File: config.mk
export PLATFORM = sky130hd
export DESIGN_NAME = warp_barrier_unit_flat
export DESIGN_NICKNAME = d
export VERILOG_FILES = /design/src/rtl/warp_barrier_unit_if.sv /design/src/rtl/warp_barrier_unit.sv /design/src/flat_wrapper.sv
export SDC_FILE = /design/constraint.sdc
export NUM_CORES = 1
export LEC_CHECK = 0
export CAP_MARGIN = 30
export CORE_ASPECT_RATIO = 1.4
export CORE_MARGIN = 2
export CORE_UTILIZATION = 49
export CTS_CLUSTER_SIZE = 30
export DETAILED_ROUTE_END_ITERATION = 8
export HOLD_SLACK_MARGIN = 0.1
export PLACE_DENSITY_LB_ADDON = 0.3
export SLEW_MARGIN = 30
export SYNTH_ARGS = -nofsm -noshare
export SYNTH_HDL_FRONTEND = slang
export SYNTH_SLANG_ARGS = --single-unit
File: constraint.sdc
create_clock -name clk -period 2.5 [get_ports clk]
set_clock_uncertainty 0.2 [all_clocks]
set_input_delay 0.5 -clock clk [delete_from_list [all_inputs] [get_ports clk]]
set_output_delay 0.5 -clock clk [all_outputs]
set_load 0.01 [all_outputs]
File: src/rtl/warp_barrier_unit_if.sv
`default_nettype none
// ----------------------------------------------------------------------------
// warp_barrier_unit_if : warp-control request bus and barrier status/release bus
// Rev 1.0
// ----------------------------------------------------------------------------
interface warp_barrier_unit_if #(
  parameter int NUM_WARPS    = 4,
  parameter int NUM_BARRIERS = 4
);
  localparam int NW_BITS = $clog2(NUM_WARPS);
  localparam int NB_BITS = $clog2(NUM_BARRIERS);
  localparam int NB_W    = (NB_BITS > 0) ? NB_BITS : 1;

  logic                    ctl_valid;
  logic [NW_BITS-1:0]      ctl_wid;
  logic                    bar_valid;
  logic [NB_W-1:0]         bar_id;
  logic [NW_BITS-1:0]      bar_size_m1;
  logic                    flush;

  logic [NUM_WARPS-1:0]    stalled_mask;
  logic                    release_valid;
  logic [NB_W-1:0]         release_id;
  logic [NUM_WARPS-1:0]    release_mask;
  logic                    err_dup;
  logic [NUM_BARRIERS-1:0] active_mask;

  modport master (
    output ctl_valid, ctl_wid, bar_valid, bar_id, bar_size_m1, flush,
    input  stalled_mask, release_valid, release_id, release_mask, err_dup, active_mask
  );

  modport slave (
    input  ctl_valid, ctl_wid, bar_valid, bar_id, bar_size_m1, flush,
    output stalled_mask, release_valid, release_id, release_mask, err_dup, active_mask
  );
endinterface
`default_nettype wire

File: src/rtl/warp_barrier_unit.sv
`default_nettype none
// ----------------------------------------------------------------------------
// warp_barrier_unit : per-slot barrier arrival tracking with single-pulse release
// Rev 1.0
// ----------------------------------------------------------------------------
module warp_barrier_unit #(
  parameter int NUM_WARPS    = 4,
  parameter int NUM_BARRIERS = 4
) (
  input  logic                  clk,
  input  logic                  reset,
  warp_barrier_unit_if.slave    bus
);
  localparam int NW_BITS = $clog2(NUM_WARPS);
  localparam int NB_BITS = $clog2(NUM_BARRIERS);
  localparam int NB_W    = (NB_BITS > 0) ? NB_BITS : 1;
  localparam logic [NW_BITS-1:0] C_CNT_ONE = NW_BITS'(1);

  logic [NUM_WARPS-1:0]    arr_mask_q [NUM_BARRIERS];
  logic [NUM_WARPS-1:0]    arr_mask_d [NUM_BARRIERS];
  logic [NW_BITS-1:0]      arr_cnt_q  [NUM_BARRIERS];
  logic [NW_BITS-1:0]      arr_cnt_d  [NUM_BARRIERS];

  logic [NUM_WARPS-1:0]    stalled_mask_q,  stalled_mask_d;
  logic                    release_valid_q, release_valid_d;
  logic [NB_W-1:0]         release_id_q,    release_id_d;
  logic [NUM_WARPS-1:0]    release_mask_q,  release_mask_d;
  logic                    err_dup_q,       err_dup_d;
  logic [NUM_BARRIERS-1:0] active_mask_q,   active_mask_d;

  logic [NUM_WARPS-1:0]    w_busy;
  logic [NUM_WARPS-1:0]    w_sel_mask;
  logic [NW_BITS-1:0]      w_sel_cnt;
  logic [NUM_WARPS-1:0]    w_onehot;
  logic                    w_req;
  logic                    w_dup;
  logic                    w_acc;
  logic                    w_last;

  // Slot lookup is a compare-mux so a 1-slot build never indexes out of range.
  always_comb begin
    w_busy     = '0;
    w_sel_mask = '0;
    w_sel_cnt  = '0;
    for (int b = 0; b < NUM_BARRIERS; b++) begin
      w_busy = w_busy | arr_mask_q[b];
      if (NB_W'(b) == bus.bar_id) begin
        w_sel_mask = arr_mask_q[b];
        w_sel_cnt  = arr_cnt_q[b];
      end
    end
    w_onehot = NUM_WARPS'(1) << bus.ctl_wid;
    w_req    = bus.ctl_valid & bus.bar_valid & ~bus.flush;
    w_dup    = w_req & w_busy[bus.ctl_wid];
    w_acc    = w_req & ~w_dup;
    w_last   = (w_sel_cnt == bus.bar_size_m1);
  end

  always_comb begin
    arr_mask_d      = arr_mask_q;
    arr_cnt_d       = arr_cnt_q;
    release_valid_d = 1'b0;
    release_id_d    = release_id_q;
    release_mask_d  = release_mask_q;
    err_dup_d       = err_dup_q | w_dup;
    stalled_mask_d  = '0;
    active_mask_d   = '0;

    if (bus.flush) begin
      for (int b = 0; b < NUM_BARRIERS; b++) begin
        arr_mask_d[b] = '0;
        arr_cnt_d[b]  = '0;
      end
    end else if (w_acc) begin
      for (int b = 0; b < NUM_BARRIERS; b++) begin
        if (NB_W'(b) == bus.bar_id) begin
          if (w_last) begin
            arr_mask_d[b] = '0;
            arr_cnt_d[b]  = '0;
          end else begin
            arr_mask_d[b] = arr_mask_q[b] | w_onehot;
            arr_cnt_d[b]  = arr_cnt_q[b] + C_CNT_ONE;
          end
        end
      end
      if (w_last) begin
        release_valid_d = 1'b1;
        release_id_d    = bus.bar_id;
        release_mask_d  = w_sel_mask | w_onehot;
      end
    end

    for (int b = 0; b < NUM_BARRIERS; b++) begin
      stalled_mask_d   = stalled_mask_d | arr_mask_d[b];
      active_mask_d[b] = (arr_cnt_d[b] != '0);
    end
  end

  always_ff @(posedge clk or negedge reset) begin
    if (!reset) begin
      arr_mask_q      <= '{default: '0};
      arr_cnt_q       <= '{default: '0};
      stalled_mask_q  <= '0;
      release_valid_q <= 1'b0;
      release_id_q    <= '0;
      release_mask_q  <= '0;
      err_dup_q       <= 1'b0;
      active_mask_q   <= '0;
    end else begin
      arr_mask_q      <= arr_mask_d;
      arr_cnt_q       <= arr_cnt_d;
      stalled_mask_q  <= stalled_mask_d;
      release_valid_q <= release_valid_d;
      release_id_q    <= release_id_d;
      release_mask_q  <= release_mask_d;
      err_dup_q       <= err_dup_d;
      active_mask_q   <= active_mask_d;
    end
  end

  assign bus.stalled_mask  = stalled_mask_q;
  assign bus.release_valid = release_valid_q;
  assign bus.release_id    = release_id_q;
  assign bus.release_mask  = release_mask_q;
  assign bus.err_dup       = err_dup_q;
  assign bus.active_mask   = active_mask_q;
endmodule
`default_nettype wire

File: src/flat_wrapper.sv
// flat-port wrapper written by rule: the top's interface ports become plain ports
module warp_barrier_unit_flat 
#(
  parameter int NUM_WARPS    = 4,
  parameter int NUM_BARRIERS = 4
)
  (clk, reset, bus_ctl_valid, bus_ctl_wid, bus_bar_valid, bus_bar_id, bus_bar_size_m1, bus_flush, bus_stalled_mask, bus_release_valid, bus_release_id, bus_release_mask, bus_err_dup, bus_active_mask);
  warp_barrier_unit_if #(.NUM_WARPS(NUM_WARPS), .NUM_BARRIERS(NUM_BARRIERS)) bus_i ();
  input  logic clk;
  input  logic reset;
  input wire logic [$bits(bus_i.ctl_valid)-1:0] bus_ctl_valid;
  input wire logic [$bits(bus_i.ctl_wid)-1:0] bus_ctl_wid;
  input wire logic [$bits(bus_i.bar_valid)-1:0] bus_bar_valid;
  input wire logic [$bits(bus_i.bar_id)-1:0] bus_bar_id;
  input wire logic [$bits(bus_i.bar_size_m1)-1:0] bus_bar_size_m1;
  input wire logic [$bits(bus_i.flush)-1:0] bus_flush;
  output wire logic [$bits(bus_i.stalled_mask)-1:0] bus_stalled_mask;
  output wire logic [$bits(bus_i.release_valid)-1:0] bus_release_valid;
  output wire logic [$bits(bus_i.release_id)-1:0] bus_release_id;
  output wire logic [$bits(bus_i.release_mask)-1:0] bus_release_mask;
  output wire logic [$bits(bus_i.err_dup)-1:0] bus_err_dup;
  output wire logic [$bits(bus_i.active_mask)-1:0] bus_active_mask;
  assign bus_i.ctl_valid = bus_ctl_valid;
  assign bus_i.ctl_wid = bus_ctl_wid;
  assign bus_i.bar_valid = bus_bar_valid;
  assign bus_i.bar_id = bus_bar_id;
  assign bus_i.bar_size_m1 = bus_bar_size_m1;
  assign bus_i.flush = bus_flush;
  assign bus_stalled_mask = bus_i.stalled_mask;
  assign bus_release_valid = bus_i.release_valid;
  assign bus_release_id = bus_i.release_id;
  assign bus_release_mask = bus_i.release_mask;
  assign bus_err_dup = bus_i.err_dup;
  assign bus_active_mask = bus_i.active_mask;
  warp_barrier_unit #(.NUM_WARPS(NUM_WARPS), .NUM_BARRIERS(NUM_BARRIERS)) u_core (.clk(clk), .reset(reset), .bus(bus_i));
endmodule
==> impl_metrics.json <==
{
  "yosys_register_bits": 40,
  "synth_top_area_share_pct": 47.0,
  "cts_buffers": 5,
  "route.detailed.drc": 0,
  "synth_xor_xnor_area_share_pct": 2.58,
  "critPathKind": "reg2reg",
  "hold_viol": 0,
  "setup_viol": 4,
  "crit_end": "u_core.bus.stalled_mask[0]",
  "grt_overflow": 0,
  "synth_compound_area_share_pct": 22.8,
  "antenna_cells": 0,
  "grt_pass1_vias": 2165,
  "die-width_um": 59.7,
  "worstHoldPathCells": 1,
  "place_inst": 303,
  "cts_num_sinks": 40,
  "worstSkewPairLatency_ns": 0.30,
  "min_path_type": "reg2reg",
  "synth_top_family_by_area": "compound AO/OA/AOI/OAI gates",
  "yosys_warnings": 0,
  "cts_tree": "built",
  "finalMaxSlewViolations": 0,
  "p_leak_nw": 1.51,
  "vias": 2019,
  "dieArea_sq_mm": 0.00490,
  "yosysSeqAreaShare_pct": 47.0,
  "cts_buffer_depth": 2,
  "synth_mux_area_share_pct": 9.81,
  "fmax_mhz": 382,
  "avgSynthCellArea_sq_um": 11.2,
  "startpoint": "u_core.arr_cnt_q[0]",
  "die_h_um": 82.0,
  "final-instance-count-excl-fill": 318,
  "synth_top_area_cell": "dfrtp_1",
  "drt_iter0_markers": 128,
  "synth_cell_types": 37,
  "post-route-min-period_ns": 2.62,
  "grt_pass1_wl_um": 10100,
  "dp_hpwl_um": 4440,
  "wl_per_cell_um": 20.2,
  "netlist_area_sq_mm": 0.00213,
  "fin_area_sq_mm": 0.00311,
  "totalWireLength_um": 6410,
  "drv_cap": 0,
  "timing.rr.start": "u_core.arr_cnt_q[0]",
  "port_buffers": 26,
  "synth_edf_count": 0,
  "power.density_mw_per_mm2": 532,
  "dpl-instance-area_sq_mm": 0.00280,
  "core_sq_mm": 0.00420,
  "final_layout_size_suffix_gt1_share_pct": 37.7,
  "status": "complete, but fails checks",
  "antenna_found_initial": 0,
  "end_kind": "register",
  "drtPass1Iterations": 4,
  "worstPathRequired_ns": 2.46,
  "gr-usage-all-layers_pct": 28.2,
  "relSlewSlack_pct": 66.6,
  "rsz0062_at_grt": "yes",
  "final_util_pct": 74.0,
  "path_max_fanout": 5,
  "min_period_over_period_pct": 105,
  "place_congestion": 0.860,
  "rows": 28,
  "clock-root-buffer": "clkbuf_8",
  "netlist_top_cells_area": "dfrtp_1, a32o_1, mux4_2",
  "io_pins": 27,
  "async_flop_share_pct": 100,
  "worst_slack_ns": -0.116,
  "start_util_pct": 50.7,
  "fillers": 285,
  "grt_max_degree": 41,
  "violations": "negative setup slack",
  "area_delta_synth_final_pct": 46.0,
  "htree_num_levels": 2,
  "yosys_most_used_dff": "dfrtp_1",
  "reg2reg_setup_slack_ns": -0.12,
  "reg2regPathDepth": 6,
  "clkTransAtPathRegs_ns": 0.08,
  "synth-adder-area-share_pct": 0,
  "yosys.area_share.simple_pct": 14.5,
  "worstMarginPinSlew_ns": 0.501,
  "irDropWorstVdd_uv": 355,
  "syn-instance-count": 191,
  "critPathArrivalTime_ns": 2.58,
  "cp-start-kind": "register",
  "routed_via_density": 6.35,
  "syn_nets": 202,
  "layout.nets": 283,
  "final_antenna_net_count": 0,
  "r2r_end": "u_core.bus.stalled_mask[0]"
}
-- metrics by stage --
stage                     hold slack [ns]  TNS (ns)  worst slack (ns)  total power, mW
after floorplan                   0.00441    -0.693            -0.175            0.874
after global placement              0.237    -12.03            -0.758             1.05
after detailed placement            0.247    -14.38            -0.830             1.07
after CTS                           0.145    -0.388            -0.101             1.64
after global routing                0.284    -0.648            -0.173             1.72
final                               0.262    -0.428            -0.116             1.66
-- cell type report --
| class | instances | area (sq um) | area share (%) |
|---|---|---|---|
| tap | 45 | 56.3 | 1.81 |
| inverter | 2 | 7.51 | 0.241 |
| timing repair buffer | 87 | 749 | 24.1 |
| clock inverter | 1 | 30.0 | 0.965 |
| clock buffer | 7 | 96.3 | 3.10 |
| sequential | 40 | 1000 | 32.2 |
| multi-input combinational | 136 | 1170 | 37.6 |
-- worst max-delay path, stage by stage (launching register included) --
cell	delay, ns
dfrtp_1	0.40
mux4_2	0.54
xnor2_4	0.31
nand4_1	0.17
buf_4	0.19
a32o_1	0.26
or4_1	0.40
-- logic make-up (layout without fill, tap and decap cells) --
kind of cell,Yosys count,count (layout)
AO/OA/AOI/OAI,63,63
AND/OR/NAND/NOR,58,58
flip-flops,40,40
buffers and inverters,15,97
multiplexers,13,13
XOR/XNOR,2,2
-- synthesized netlist by cell type (2+ instances only) --
| library cell | count |
|---|---|
| buf_2 | 5 |
| mux2i_1 | 4 |
| a32o_1 | 16 |
| clkbuf_1 | 7 |
| or4_1 | 7 |
| a21oi_1 | 16 |
| inv_1 | 2 |
| o2111ai_1 | 2 |
| o21bai_1 | 4 |
| dfrtp_1 | 40 |
| nor2b_1 | 6 |
| o211ai_1 | 4 |
| a21o_1 | 10 |
| nand3_1 | 8 |
| mux4_2 | 6 |
| nand4_1 | 4 |
| mux2_2 | 3 |
| a31o_2 | 3 |
| xnor2_4 | 2 |
| nor2_1 | 9 |
| nor4_1 | 3 |
| nand2_1 | 14 |
| nand2b_1 | 2 |
-- placed cells by master (no fill, tap or decap), types with 2 or more instances in the layout --
master           Yosys  final
a31o_2               3      3
xnor2_4              2      2
buf_4                0     58
inv_1                2      2
nor2b_1              6      4
mux2_2               3      3
o211ai_1             4      4
o21bai_1             4      4
dlymetal6s2s_1       0      2
nor2_1               9      9
nor4_4               0      2
nand4_1              4      4
mux4_2               6      6
a32o_1              16     13
buf_12               0      2
a32o_2               0      3
mux2i_1              4      3
a21oi_1             16     16
nand2_1             14     14
nand2b_1             2      2
o2111ai_1            2      2
nand3_1              8      5
clkdlybuf4s50_1      0     21
nand3_2              0      2
or4_4                0      2
clkbuf_8             0      7
or4_1                7      5
a21o_1              10     10
dfrtp_1             40     40
-- how the worst min path moves through the flow --
stage	end	slack (ns)	from
2_1_floorplan	u_core.arr_cnt_q[0]	0.004	reset
3_3_place_gp	u_core.bus.err_dup	0.24	u_core.bus.err_dup
3_5_place_dp	u_core.bus.err_dup	0.25	u_core.bus.err_dup
4_1_cts	u_core.arr_cnt_q[7]	0.15	reset
5_1_grt	u_core.bus.err_dup	0.28	u_core.bus.err_dup
6_report	u_core.bus.err_dup	0.26	u_core.bus.err_dup
-- sequential cells by signal (all words and copies together), names as in the netlist --
| register | flops |
|---|---|
| u_core.bus.release_mask | 4 |
| u_core.bus.release_id | 2 |
| u_core.bus.stalled_mask | 4 |
| u_core.bus.release_valid | 1 |
| u_core.bus.active_mask | 4 |
| u_core.bus.err_dup | 1 |
| u_core.arr_mask_q | 16 |
| u_core.arr_cnt_q | 8 |
-- per-layer routing --
metal,wire [um],global-route usage (%),vias up
li1,-,-,910
met1,2280,31.8,1002
met2,3560,48.8,87
met3,353,5.51,20
met4,212,15.6,0
met5,0,0,-
-- repair_timing --
| item | 4_1_cts | 5_1_grt |
|---|---|---|
| resized for setup | 18 | 13 |
| hold endpoints to repair | 0 | 40 |
| gates cloned | 0 | 0 |
| setup endpoints to repair | 22 | 11 |
| pin swaps | 7 | 2 |
| hold buffers | 0 | 1 |
| buffers inserted | 3 | 3 |
-- power breakdown --
group          switching (mW)  internal (mW)  total, mW
clock network           0.220          0.352      0.572
registers              0.0257          0.692      0.717
logic                   0.174          0.191      0.365
Power figures use the tool's default switching activity.
